File: config.mk
export PLATFORM = sky130hd
export DESIGN_NAME = wb_rr_arbiter
export DESIGN_NICKNAME = d
export VERILOG_FILES = /design/src/rtl/wb_arb_pkg.sv /design/src/rtl/wb_rr_pick.sv /design/src/rtl/wb_rr_arbiter.sv
export SDC_FILE = /design/constraint.sdc
export NUM_CORES = 1
export LEC_CHECK = 0
export ABC_AREA = 1
export BUFFER_PORTS_ARGS = -buffer_cell sky130_fd_sc_hd__buf_2
export CORE_AREA = 4 4 169 171
export CTS_BUF_LIST = sky130_fd_sc_hd__clkbuf_2
export CTS_CLUSTER_DIAMETER = 40
export DETAILED_ROUTE_END_ITERATION = 8
export DIE_AREA = 0 0 173 175
export PLACE_DENSITY = 0.49
export SLEW_MARGIN = 40
export SYNTH_ARGS = -nofsm -noshare
export SYNTH_HDL_FRONTEND = slang
export SYNTH_HIERARCHICAL = 1
export SYNTH_SLANG_ARGS = --single-unit
File: constraint.sdc
create_clock -name i_wb_clk -period 3.7 [get_ports i_wb_clk]
set_clock_uncertainty 0.05 [all_clocks]
set_input_delay 0.555 -clock i_wb_clk [delete_from_list [all_inputs] [get_ports i_wb_clk]]
set_output_delay 0.555 -clock i_wb_clk [all_outputs]
set_load 0.01 [all_outputs]
File: src/rtl/wb_arb_pkg.sv
// rtl/wb_arb_pkg.sv - shared constants and state encoding for the WISHBONE round-robin arbiter
package wb_arb_pkg;

    // Arbiter FSM states
    typedef enum logic [1:0] {
        ST_IDLE  = 2'd0,
        ST_GRANT = 2'd1,
        ST_ERR   = 2'd2
    } arb_state_e;

    // WISHBONE address width shared by every master and the slave port
    localparam int WB_AWIDTH = 32;

    // Default bus-hang limit in STB cycles without ACK
    localparam int TIMEOUT_DEFAULT = 255;

endpackage

File: src/rtl/wb_rr_pick.sv
// rtl/wb_rr_pick.sv - combinational round-robin winner selection from a last-grant pointer
module rr_pick #(
    parameter int N    = 4,
    parameter int IDXW = $clog2(N)
) (
    input  logic [N-1:0]    req_i,
    input  logic [IDXW-1:0] last_i,
    output logic [N-1:0]    onehot_o,
    output logic [IDXW-1:0] idx_o,
    output logic            valid_o
);

    int              k;
    logic [IDXW-1:0] ki;

    // Scan from the slot after the last winner, wrapping once, and take the first requester
    always_comb begin
        onehot_o = '0;
        idx_o    = '0;
        valid_o  = 1'b0;
        k        = 0;
        ki       = '0;
        for (int i = 1; i <= N; i++) begin
            k = int'(last_i) + i;
            if (k >= N) begin
                k = k - N;
            end
            ki = IDXW'(k);
            if (!valid_o && req_i[ki]) begin
                valid_o      = 1'b1;
                onehot_o[ki] = 1'b1;
                idx_o        = ki;
            end
        end
    end

endmodule

File: src/rtl/wb_rr_arbiter.sv
// rtl/wb_rr_arbiter.sv - N-master to 1-slave WISHBONE arbiter with round-robin fairness and hang watchdog
module wb_rr_arbiter
    import wb_arb_pkg::*;
#(
    parameter int NUM_MASTERS = 4,
    parameter int WB_DWIDTH   = 32,
    parameter int WB_SWIDTH   = 4,
    parameter int TIMEOUT     = TIMEOUT_DEFAULT,
    parameter int TO_WIDTH    = 8
) (
    input  logic                             i_wb_clk,
    input  logic                             i_arst_n,
    input  logic [NUM_MASTERS*WB_AWIDTH-1:0] i_m_wb_adr,
    input  logic [NUM_MASTERS*WB_SWIDTH-1:0] i_m_wb_sel,
    input  logic [NUM_MASTERS-1:0]           i_m_wb_we,
    input  logic [NUM_MASTERS*WB_DWIDTH-1:0] i_m_wb_dat,
    input  logic [NUM_MASTERS-1:0]           i_m_wb_cyc,
    input  logic [NUM_MASTERS-1:0]           i_m_wb_stb,
    output logic [WB_DWIDTH-1:0]             o_m_wb_dat,
    output logic [NUM_MASTERS-1:0]           o_m_wb_ack,
    output logic [NUM_MASTERS-1:0]           o_m_wb_err,
    output logic [WB_AWIDTH-1:0]             o_s_wb_adr,
    output logic [WB_SWIDTH-1:0]             o_s_wb_sel,
    output logic                             o_s_wb_we,
    output logic [WB_DWIDTH-1:0]             o_s_wb_dat,
    output logic                             o_s_wb_cyc,
    output logic                             o_s_wb_stb,
    input  logic [WB_DWIDTH-1:0]             i_s_wb_dat,
    input  logic                             i_s_wb_ack,
    output logic [NUM_MASTERS-1:0]           o_grant,
    output logic                             o_timeout
);

    localparam int IDXW = $clog2(NUM_MASTERS);
    // wdog_q counts completed STB cycles without ACK; the TIMEOUT-th such cycle aborts
    localparam logic [TO_WIDTH-1:0] TO_LAST = TO_WIDTH'(TIMEOUT - 1);

    arb_state_e              state_q;
    logic [NUM_MASTERS-1:0]  grant_q;
    logic [IDXW-1:0]         last_q;
    logic [TO_WIDTH-1:0]     wdog_q;

    logic [NUM_MASTERS-1:0]  pick_onehot;
    logic [IDXW-1:0]         pick_idx;
    logic                    pick_valid;

    logic [WB_AWIDTH-1:0]    mux_adr;
    logic [WB_SWIDTH-1:0]    mux_sel;
    logic [WB_DWIDTH-1:0]    mux_dat;
    logic                    mux_we;
    logic                    mux_cyc;
    logic                    mux_stb;
    logic                    granted;

    rr_pick #(
        .N    (NUM_MASTERS),
        .IDXW (IDXW)
    ) u_pick (
        .req_i    (i_m_wb_cyc),
        .last_i   (last_q),
        .onehot_o (pick_onehot),
        .idx_o    (pick_idx),
        .valid_o  (pick_valid)
    );

    // AND-OR mux of the granted master's fields; grant_q is one-hot or zero
    always_comb begin
        mux_adr = '0;
        mux_sel = '0;
        mux_dat = '0;
        mux_we  = 1'b0;
        mux_cyc = 1'b0;
        mux_stb = 1'b0;
        for (int m = 0; m < NUM_MASTERS; m++) begin
            if (grant_q[m]) begin
                mux_adr = mux_adr | i_m_wb_adr[m*WB_AWIDTH +: WB_AWIDTH];
                mux_sel = mux_sel | i_m_wb_sel[m*WB_SWIDTH +: WB_SWIDTH];
                mux_dat = mux_dat | i_m_wb_dat[m*WB_DWIDTH +: WB_DWIDTH];
                mux_we  = mux_we  | i_m_wb_we[m];
                mux_cyc = mux_cyc | i_m_wb_cyc[m];
                mux_stb = mux_stb | i_m_wb_stb[m];
            end
        end
    end

    // Slave controls are gated by the registered state so reset drops them at once
    assign granted    = (state_q == ST_GRANT);
    assign o_s_wb_adr = mux_adr;
    assign o_s_wb_sel = mux_sel;
    assign o_s_wb_dat = mux_dat;
    assign o_s_wb_we  = granted & mux_we;
    assign o_s_wb_cyc = granted & mux_cyc;
    assign o_s_wb_stb = granted & mux_cyc & mux_stb;

    assign o_m_wb_dat = i_s_wb_dat;
    assign o_m_wb_ack = grant_q & {NUM_MASTERS{granted & i_s_wb_ack}};
    assign o_m_wb_err = grant_q & {NUM_MASTERS{state_q == ST_ERR}};
    assign o_timeout  = (state_q == ST_ERR);
    assign o_grant    = grant_q;

    // Arbitration FSM: IDLE picks a winner, GRANT holds it for the whole cycle, ERR aborts a hung transfer
    always_ff @(posedge i_wb_clk or negedge i_arst_n) begin
        if (!i_arst_n) begin
            state_q <= ST_IDLE;
            grant_q <= '0;
            last_q  <= IDXW'(NUM_MASTERS - 1);
            wdog_q  <= '0;
        end else begin
            case (state_q)
                ST_IDLE: begin
                    wdog_q <= '0;
                    if (pick_valid) begin
                        grant_q <= pick_onehot;
                        last_q  <= pick_idx;
                        state_q <= ST_GRANT;
                    end
                end
                ST_GRANT: begin
                    if (!mux_cyc) begin
                        state_q <= ST_IDLE;
                        grant_q <= '0;
                        wdog_q  <= '0;
                    end else if (o_s_wb_stb && !i_s_wb_ack) begin
                        if (wdog_q == TO_LAST) begin
                            state_q <= ST_ERR;
                            wdog_q  <= '0;
                        end else begin
                            wdog_q <= wdog_q + 1'b1;
                        end
                    end else begin
                        wdog_q <= '0;
                    end
                end
                ST_ERR: begin
                    state_q <= ST_IDLE;
                    grant_q <= '0;
                    wdog_q  <= '0;
                end
                default: begin
                    state_q <= ST_IDLE;
                    grant_q <= '0;
                    wdog_q  <= '0;
                end
            endcase
        end
    end

endmodule

==> metrics.md <==
| Metric | Value |
|---|---|
| Status | finished clean |
| Overall Power | 2340 uW |
| Via density | 4.22 |
| Power share of the combinational group | 82.2% |
| Setup tns final | 0 ns |
| Die width | 173 um |
| Avg Cell Area, Syn | 5.40 um^2 |
| Sw Pwr | 1390 uW |
| Pre-Repair DR Iteration Count | 6 |
| Placer Congestion | about 0.92 |
| CTS tree | built |
| Worst Setup Start Kind | register |
| HPWL after DPL | 18.2 mm |
| Most frequent cells in the layout | 370 x buf_2, 336 x nand2_1, 75 x nand4_1, 29 x nand3_1, 21 x inv_1 |
| Routed wire length | 21.6 mm |
| Global-route wire length before repair | between 30 and 40 mm |
| CORE AREA | 26900 um^2 |
| Hold_buf cts | 0 |
| Initial DRC Count | between 400 and 500 |
| Pleak | around 0.0029 uW |
| CTS-repair resized insts | 0 |
| CP arrival | 2.15 ns |
| Initial antenna violation count | 3 |
| Slew headroom | 44.2% |
| Die height | 175 um |
| Clock power share | 3.6% |
| Grt total ovfl | 0 |
| Final Net Count | 1264 |
| Power per Cell Area | 440 nW/um^2 |
| Vias in the first global route | 5188 |
| VDD IR max | 178 uV |
| CTS Buffer Depth | 2 |
| Worst-path clk slew | 0.17 ns |
| Reg2reg end | o_grant[1] |
| Syn Nets | 946 |
| ANT nets after route | 0 |
| Synth Cell Area | 3330 um^2 |
| Max-slew violation count | 0 |
| Worst skew pair latency | between 0.3 and 0.4 ns |
| Int Power | about 950 uW |
| Crit share post-route | between 70% and 80% |
| Remaining DRCs | 0 |
| Htree depth | 1 |
| Die area | 30300 um^2 |
| Layout overhead on the synthesized area | 59.8% |
| FP Rows | 60 |
| Drt wl/cell | 16.9 um |
| CTS Buf Count | 3 |
| Final Hold Fails | 0 |
| Net Sw Frac | 59.4% |
| Min-Delay Path Class | in2async |
| Initial core utilization | between 10% and 20% |
| Most common cell after layout, fill and taps aside | buf_2 |
| Max Fclk | 363 MHz |
| Seq cells post-synth | 16 |
| Synth Instances | 617 |
| FF-to-FF path depth | 11 |
| Via count | 5386 |
| Max Cap Violations | 0 |
| RSZ-0062 raised after global routing | no |
| Sequential share of the synthesized area | approximately 12% |
| CP endpoint kind | primary output |
| Layout cells sized above 1 | 44.9% |
| Ant diodes | 0 |
| Reg-to-Reg Start | last_q[0] |
| CP max FO | 41 |
| Tmin final | approximately 2.8 ns |
| Port bufs | 370 |
| GRT Overall Usage | 13.1% |
| Cell variety after synth | 29 |
| FF-to-FF setup slack | 1.20 ns |
| Worst-margin pin slew | 0.836 ns |
| Critical Path RT | 3.09 ns |
| Syn. warnings | 6 |
| Final-report setup violation count | 0 |
| Fill count | 3148 |
| Pin count of the biggest net entering global routing | 42 |
| Sequential Power Share | ~14% |
| Clk root buf | clkbuf_2 |
| # Post-CTS Setup Buffers | 0 |
| IO Count | between 400 and 500 |
| Setup CP Type | reg2out |
| Clock sinks | 16 |
==> routing by layer <==
metal  share of wire (%)  global-route usage [%]  wire length (um)
met5               0.065                       0                14
met4                0.74                    1.16               159
met3                  10                    4.69              2260
met2                  48                    22.1             10300
met1                  41                    16.6              8850
==> cell type report <==
type | instances | area (um^2) | share of cell area [%]
clock buffer | 3 | 15.0 | 0.282
multi-input combinational | 511 | 2430 | 45.6
timing repair buffer | 379 | 1940 | 36.5
inverter | 24 | 97.6 | 1.83
clock inverter | 1 | 3.75 | 0.0705
sequential | 16 | 408 | 7.66
tap | 341 | 427 | 8.01
==> flip-flops by register name (all words and copies together), names as in the netlist <==
register / cells
last_q: 2
o_grant: 4
wdog_q: 8
state_q: 2
==> worst max-delay path, stage by stage (launching register included) <==
cell     delay [ns]
dfrtp_2        0.93
buf_4          0.48
nand2_1        0.09
nand4_1        0.15
buf_2          0.17
==> power groups by stage <==
stage	Sequential [uW]	Combinational (uW)	Clock, uW
after global placement	339	1930	0
after detailed placement	341	1920	0
after global routing	347	2120	100
after floorplan	249	1260	0
final	332	1930	85.0
after CTS	337	1940	91.1
==> metrics by stage <==
stage | util, % | hold slack, ns | setup WS [ns] | instances | area, um^2
final | 19.8 | 0.0830 | 0.944 | 1275 | 5330
after global routing | 19.8 | 0.0732 | 0.782 | 1275 | 5330
after CTS | 19.8 | 0.0765 | 0.884 | 1275 | 5330
after detailed placement | 19.7 | 0.453 | 1.22 | 1271 | 5310
after global placement | 19.7 | 0.445 | 1.26 | 1271 | 5310
after floorplan | - | 0.209 | 1.51 | 617 | 3330
==> cells by family (layout without fill, tap and decap cells) <==
kind of cell    Yosys count  in the layout  share of synthesized area (%)
compound gates           17             17                           3.19
buf+inv                  90            407                           15.0
flops                    16             16                           12.1
simple gates            484            484                           66.0
fa+ha+maj                10             10                           3.75
==> worst max-delay path by stage <==
stage / from / end / slack (ns)
after floorplan: last_q[0] / o_grant[0] / 1.51
after global placement: last_q[0] / o_grant[1] / 1.26
after detailed placement: last_q[0] / o_grant[1] / 1.22
after CTS: o_grant[1] / o_s_wb_dat[31] / 0.88
after global routing: o_grant[1] / o_s_wb_adr[6] / 0.78
final: o_grant[1] / o_s_wb_adr[6] / 0.94
==> cell usage after synthesis <==
cell type / instances / area [um^2]
nor2_2: 10 / 62.6
nor2_8: 1 / 20.0
inv_1: 21 / 78.8
nand3b_1: 1 / 7.51
dfstp_2: 2 / 52.6
nand3_4: 2 / 35.0
or2_2: 1 / 6.26
a21boi_0: 4 / 30.0
o21bai_1: 3 / 22.5
dfrtp_1: 14 / 350
nand2_4: 3 / 33.8
clkbuf_1: 24 / 90.1
buf_2: 4 / 20.0
nand3b_4: 1 / 20.0
inv_2: 2 / 7.51
a21oi_1: 8 / 40.0
nand3_2: 1 / 10.0
nand3_1: 29 / 145
inv_8: 1 / 11.3
buf_4: 36 / 270
ha_1: 10 / 125
nor2_4: 3 / 33.8
o21ai_1: 1 / 5.00
a41oi_1: 1 / 8.76
nand2_1: 336 / 1260
buf_6: 2 / 22.5
nand4_1: 75 / 469
nand2_2: 6 / 37.5
nor2_1: 15 / 56.3
(Power assumes the default switching activity.)
